$ cat src/rtl/tick_window_accumulator.sv
// Accumulates signed samples over each period of the derived clock and reports sum/count/overflow at every rising edge.
// Optional per-window min/max outputs are enabled by defining TICK_ACC_MINMAX_EN.
module tick_window_accumulator #(
  parameter int DATA_WIDTH = 14,
  parameter int ACC_WIDTH  = 32,
  parameter int CNT_WIDTH  = 24
) (
  input  logic                         clk,
  input  logic                         rst,
  input  logic                         derived_clk,
  input  logic signed [DATA_WIDTH-1:0] data_i,
  input  logic                         data_valid_i,
  output logic signed [ACC_WIDTH-1:0]  sum_o,
  output logic        [CNT_WIDTH-1:0]  count_o,
  output logic                         overflow_o,
  output logic                         valid_o
`ifdef TICK_ACC_MINMAX_EN
  ,
  output logic signed [DATA_WIDTH-1:0] min_o,
  output logic signed [DATA_WIDTH-1:0] max_o
`endif
);

  typedef enum logic {
    ST_WAIT  = 1'b0,
    ST_ACCUM = 1'b1
  } state_t;

  localparam logic signed [ACC_WIDTH-1:0] ACC_MAX = {1'b0, {(ACC_WIDTH-1){1'b1}}};
  localparam logic signed [ACC_WIDTH-1:0] ACC_MIN = {1'b1, {(ACC_WIDTH-1){1'b0}}};

  state_t                        state_q, state_d;
  logic                          prev_q, prev_d;
  logic signed [ACC_WIDTH-1:0]   acc_q, acc_d;
  logic        [CNT_WIDTH-1:0]   cnt_q, cnt_d;
  logic                          ovf_q, ovf_d;
  logic signed [ACC_WIDTH-1:0]   sum_q, sum_d;
  logic        [CNT_WIDTH-1:0]   count_q, count_d;
  logic                          overflow_q, overflow_d;
  logic                          valid_q, valid_d;

  logic                          edge_det;
  logic signed [ACC_WIDTH-1:0]   sample_ext;
  logic        [ACC_WIDTH:0]     sum_wide;
  logic                          acc_clamp;
  logic signed [ACC_WIDTH-1:0]   acc_next;
  logic                          cnt_full;
  logic        [CNT_WIDTH-1:0]   cnt_next;
  logic signed [ACC_WIDTH-1:0]   acc_start;
  logic        [CNT_WIDTH-1:0]   cnt_start;

`ifdef TICK_ACC_MINMAX_EN
  localparam logic signed [DATA_WIDTH-1:0] DATA_MAX = {1'b0, {(DATA_WIDTH-1){1'b1}}};
  localparam logic signed [DATA_WIDTH-1:0] DATA_MIN = {1'b1, {(DATA_WIDTH-1){1'b0}}};

  logic signed [DATA_WIDTH-1:0]  win_min_q, win_min_d;
  logic signed [DATA_WIDTH-1:0]  win_max_q, win_max_d;
  logic signed [DATA_WIDTH-1:0]  min_out_q, min_out_d;
  logic signed [DATA_WIDTH-1:0]  max_out_q, max_out_d;
`endif

  assign edge_det   = derived_clk & ~prev_q;
  assign sample_ext = {{(ACC_WIDTH-DATA_WIDTH){data_i[DATA_WIDTH-1]}}, data_i};

  // One extra bit lets the carry-out reveal signed overflow before clamping.
  assign sum_wide  = {acc_q[ACC_WIDTH-1], acc_q} + {sample_ext[ACC_WIDTH-1], sample_ext};
  assign acc_clamp = sum_wide[ACC_WIDTH] ^ sum_wide[ACC_WIDTH-1];
  assign acc_next  = acc_clamp ? (sum_wide[ACC_WIDTH] ? ACC_MIN : ACC_MAX)
                               : sum_wide[ACC_WIDTH-1:0];

  assign cnt_full = &cnt_q;
  assign cnt_next = cnt_full ? cnt_q : cnt_q + CNT_WIDTH'(1);

  // A sample arriving in the edge cycle opens the new window.
  assign acc_start = data_valid_i ? sample_ext : '0;
  assign cnt_start = {{(CNT_WIDTH-1){1'b0}}, data_valid_i};

  always_comb begin
    state_d    = state_q;
    prev_d     = derived_clk;
    acc_d      = acc_q;
    cnt_d      = cnt_q;
    ovf_d      = ovf_q;
    sum_d      = sum_q;
    count_d    = count_q;
    overflow_d = overflow_q;
    valid_d    = 1'b0;
`ifdef TICK_ACC_MINMAX_EN
    win_min_d  = win_min_q;
    win_max_d  = win_max_q;
    min_out_d  = min_out_q;
    max_out_d  = max_out_q;
`endif

    case (state_q)
      ST_WAIT: begin
        if (edge_det) begin
          state_d = ST_ACCUM;
          acc_d   = acc_start;
          cnt_d   = cnt_start;
          ovf_d   = 1'b0;
`ifdef TICK_ACC_MINMAX_EN
          win_min_d = data_valid_i ? data_i : DATA_MAX;
          win_max_d = data_valid_i ? data_i : DATA_MIN;
`endif
        end
      end

      ST_ACCUM: begin
        if (edge_det) begin
          sum_d      = acc_q;
          count_d    = cnt_q;
          overflow_d = ovf_q;
          valid_d    = 1'b1;
          acc_d      = acc_start;
          cnt_d      = cnt_start;
          ovf_d      = 1'b0;
`ifdef TICK_ACC_MINMAX_EN
          min_out_d = win_min_q;
          max_out_d = win_max_q;
          win_min_d = data_valid_i ? data_i : DATA_MAX;
          win_max_d = data_valid_i ? data_i : DATA_MIN;
`endif
        end else if (data_valid_i) begin
          acc_d = acc_next;
          cnt_d = cnt_next;
          ovf_d = ovf_q | acc_clamp | cnt_full;
`ifdef TICK_ACC_MINMAX_EN
          if (data_i < win_min_q) win_min_d = data_i;
          if (data_i > win_max_q) win_max_d = data_i;
`endif
        end
      end

      default: state_d = ST_WAIT;
    endcase
  end

  // prev resets high so a derived clock already high at release is not seen as an edge.
  always_ff @(posedge clk) begin
    if (rst) begin
      state_q    <= ST_WAIT;
      prev_q     <= 1'b1;
      acc_q      <= '0;
      cnt_q      <= '0;
      ovf_q      <= 1'b0;
      sum_q      <= '0;
      count_q    <= '0;
      overflow_q <= 1'b0;
      valid_q    <= 1'b0;
`ifdef TICK_ACC_MINMAX_EN
      win_min_q  <= DATA_MAX;
      win_max_q  <= DATA_MIN;
      min_out_q  <= '0;
      max_out_q  <= '0;
`endif
    end else begin
      state_q    <= state_d;
      prev_q     <= prev_d;
      acc_q      <= acc_d;
      cnt_q      <= cnt_d;
      ovf_q      <= ovf_d;
      sum_q      <= sum_d;
      count_q    <= count_d;
      overflow_q <= overflow_d;
      valid_q    <= valid_d;
`ifdef TICK_ACC_MINMAX_EN
      win_min_q  <= win_min_d;
      win_max_q  <= win_max_d;
      min_out_q  <= min_out_d;
      max_out_q  <= max_out_d;
`endif
    end
  end

  assign sum_o      = sum_q;
  assign count_o    = count_q;
  assign overflow_o = overflow_q;
  assign valid_o    = valid_q;
`ifdef TICK_ACC_MINMAX_EN
  assign min_o      = min_out_q;
  assign max_o      = max_out_q;
`endif

endmodule

$ cat config.mk
export PLATFORM = sky130hd
export DESIGN_NAME = tick_window_accumulator
export DESIGN_NICKNAME = d
export VERILOG_FILES = /design/src/rtl/tick_window_accumulator.sv
export SDC_FILE = /design/constraint.sdc
export NUM_CORES = 1
export LEC_CHECK = 0
export ABC_AREA = 1
export CORE_UTILIZATION = 30
export DETAILED_ROUTE_END_ITERATION = 12
export GPL_ROUTABILITY_DRIVEN = 0
export PLACE_DENSITY = 0.52
export SYNTH_ARGS = -nofsm -noshare
export SYNTH_HDL_FRONTEND = slang
export SYNTH_SLANG_ARGS = --single-unit
$ cat constraint.sdc
create_clock -name clk -period 2.1 [get_ports clk]
set_input_delay 0.315 -clock clk [delete_from_list [all_inputs] [get_ports clk]]
set_output_delay 0.315 -clock clk [all_outputs]
set_load 0.03 [all_outputs]
==> results.toml <==
[timing]
setup_violations = 32
fin_crit_sh_pct = 106
hold_ws_ns = 0.234
fin_ws_ns = -0.124
drv_slew = 0
hold_viol_final = 0
worst_slew_pin_slew_ns = 0.719
grt_setup_unrepaired = "true"
skew_ns = 0.0133
slew_headroom_pct = 52.1
post-route-min-period_ns = 2.22
tns_ns = -3.01
fmax_mhz = 450

[grt]
met3_usage_pct = 3.18
use_met2_pct = 32.9
grt_pass1_vias = 7538
met1_usage_pct = 26.8
antenna_found_initial = 0
overflow = 0
grt_max_degree = 62
grt_use_total_pct = 20.1
top_usage_layer = "met2"
grt_pass1_wl_um = 39000

[clock_tree]
root_buffer = "clkbuf_16"
clk_latency_ns = 0.44
cts_tree = "built"
cts_buffers = 17
cts_num_sinks = 117
cts_max_level = 4
clk_pin_slew_worst_paths_ns = 0.07
clock_tree.buffer_depth = 2

[die]
die_y_um = 158
dieWidth_um = 158
core-area_mm2 = 0.0237
num_rows = 56
fp.dieArea_mm2 = 0.0250
ios = 76
floorplan.initialDensity_pct = 30.9

[cells_and_area]
area_growth_pct = 49.9
drive_above_1_share_pct = 29.9
fin_nets = 1407
antenna_cells = 0
final_common_cell = "nand2_1"
layout_common_cells = "280 x nand2_1, 203 x buf_4, 112 x dfxtp_1"

[job]
drv_cap = 0

[routing]
drt_iter0_markers = 329
drc = 0
viasPerCell = 4.65
num_vias = 7844
routed_wl_um = 24200
wl_per_cell_um = 14.3
drt_pre_antenna_iters = 5
postRouteAntennaNets = 0

[worst_hold_path]
hold_start = "rst"
hold_path.class = "in2reg"

[synth]
synth_top_area_share_pct = 32.0
synth-async-reset-ratio_pct = 0
yosysUniqueCellTypes = 47
synth_area_leaders = "dfxtp_1 32%, nand2_1 16%, a21oi_1 8.1%, nand3_1 6.8%, ha_1 5.6%"
synth_ff_type = "dfxtp_1"
synth.avg_cell_area_um2 = 6.71
ys_ff_latch = 117
synth_edf_count = 0
synthesis.nets = 1144
syn_inst = 1092
synth_area_mm2 = 0.00732
yosys.area.top_type = "dfxtp_1"
yosysSeqAreaShare_pct = 32.0
synth_warnings = 0

[critical_path]
cp_max_fo = 3
timing.rr.start = "acc_q[0]$_SDFFE_PP0P_"
timing.critical_path.required_ns = 2.47
path_cells = "ha_4, inv_2, fa_2, inv_2, nand2_2, nand2_2, nand2_1, o21ai_1, buf_4, nand2_1, nand2_2, buf_4, a21oi_2, xnor2_1, nand2_2, a21oi_2"
crit_buf_inv = 4
critPathLaunchType = "flip-flop"
cp-startpoint = "acc_q[0]$_SDFFE_PP0P_"
cp-end-kind = "flip-flop"
crit_top_cell = "nand2_2"
max_stage_delay_ns = 0.35
critPathTopFamily = "adder cells"
timing_worst_setup_path_type = "reg2reg"
worst_path_max_delay_cell = "dfxtp_2"
critPathArrivalTime_ns = 2.60

[power]
static-leakage-power_nw = 4.70
finalPower_w = 0.00682
power_density_mw_per_mm2 = 621
ir_drop_mv = 0.477

[placed_design]
post-dp-hpwl_um = 17300
dp_slack_ns = -0.736
port_buffers = 75

[status]
outcome = "finished with violations"
violations = "setup timing"
## path summary, 6_finish.rpt
path	slack, ns	cells after the start	endpoint
worst min register to register	0.46	2	sum_o[3]$_SDFFE_PP0P_
worst min-delay path	0.23	2	acc_q[12]$_SDFFE_PP0P_
worst max register to register	-0.12	16	acc_q[22]$_SDFFE_PP0P_
worst max-delay path	-0.12	16	acc_q[22]$_SDFFE_PP0P_
## logic make-up after synthesis
group,count (synthesis),synth area share [%]
AOI/OAI and AO/OA,196,15.7
xor gates and xnor gates,36,4.30
adders and majority gates,34,5.91
buffers and inverters,148,8.47
DFF,117,32.0
and+or+nand+nor,561,33.6
## per-layer routing
metal | share of wire [%] | vias up
met5 | 0 | -
met4 | 1.9 | 0
met3 | 3.5 | 34
met2 | 46 | 136
met1 | 49 | 3557
li1 | - | 4117
## area by class of cell
cell class / instances / area (um2)
Clock buffer: 17 / 425
Clock inverter: 15 / 151
Fill cell: 2440 / 12700
Inverter: 103 / 407
Multi-Input combinational cell: 827 / 4770
Sequential cell: 117 / 2350
Tap cell: 319 / 399
Timing Repair Buffer: 289 / 2480
## registers in the layout, indices dropped and copies added (netlist names)
| name | cells |
|---|---|
| acc_q | 32 |
| cnt_q | 24 |
| count_o | 24 |
| overflow_o | 1 |
| ovf_q | 1 |
| prev_q | 1 |
| state_q | 1 |
| sum_o | 32 |
| valid_o | 1 |
## stage by stage
step,utilization [%],instance area (um2),cells
6_report,46.4,11000,1687
3_5_place_dp,41.6,9860,1642
3_3_place_gp,41.6,9860,1642
2_1_floorplan,-,7340,1092
4_1_cts,45.1,10700,1680
5_1_grt,46.4,11000,1687
## Yosys cell counts, drive strengths merged (14+ instances only)
cell type  number
clkbuf         31
buf            14
nand3         101
nand2         339
inv           103
dfxtp         117
ha             33
nor2           85
xor2           25
o21ai          29
nor3           14
a21oi         137
## power by group
part	leakage, nW	internal [W]	total (W)	switching (W)
Clock	0.280	0.00159	0.00296	0.00138
Sequential	0.949	0.00227	0.00230	0.0000378
Combinational	3.47	0.000733	0.00155	0.000822
Total	4.70	0.00458	0.00682	0.00224
## what timing repair did
item / in CTS / in global routing
gates cloned: 1 / 1
pin swaps: 24 / 13
setup buffers: 5 / 6
setup endpoints to repair: 32 / 37
hold buffers: 0 / 0
gates resized for setup: 41 / 52
Note: power is estimated with default switching activity, not from simulation.
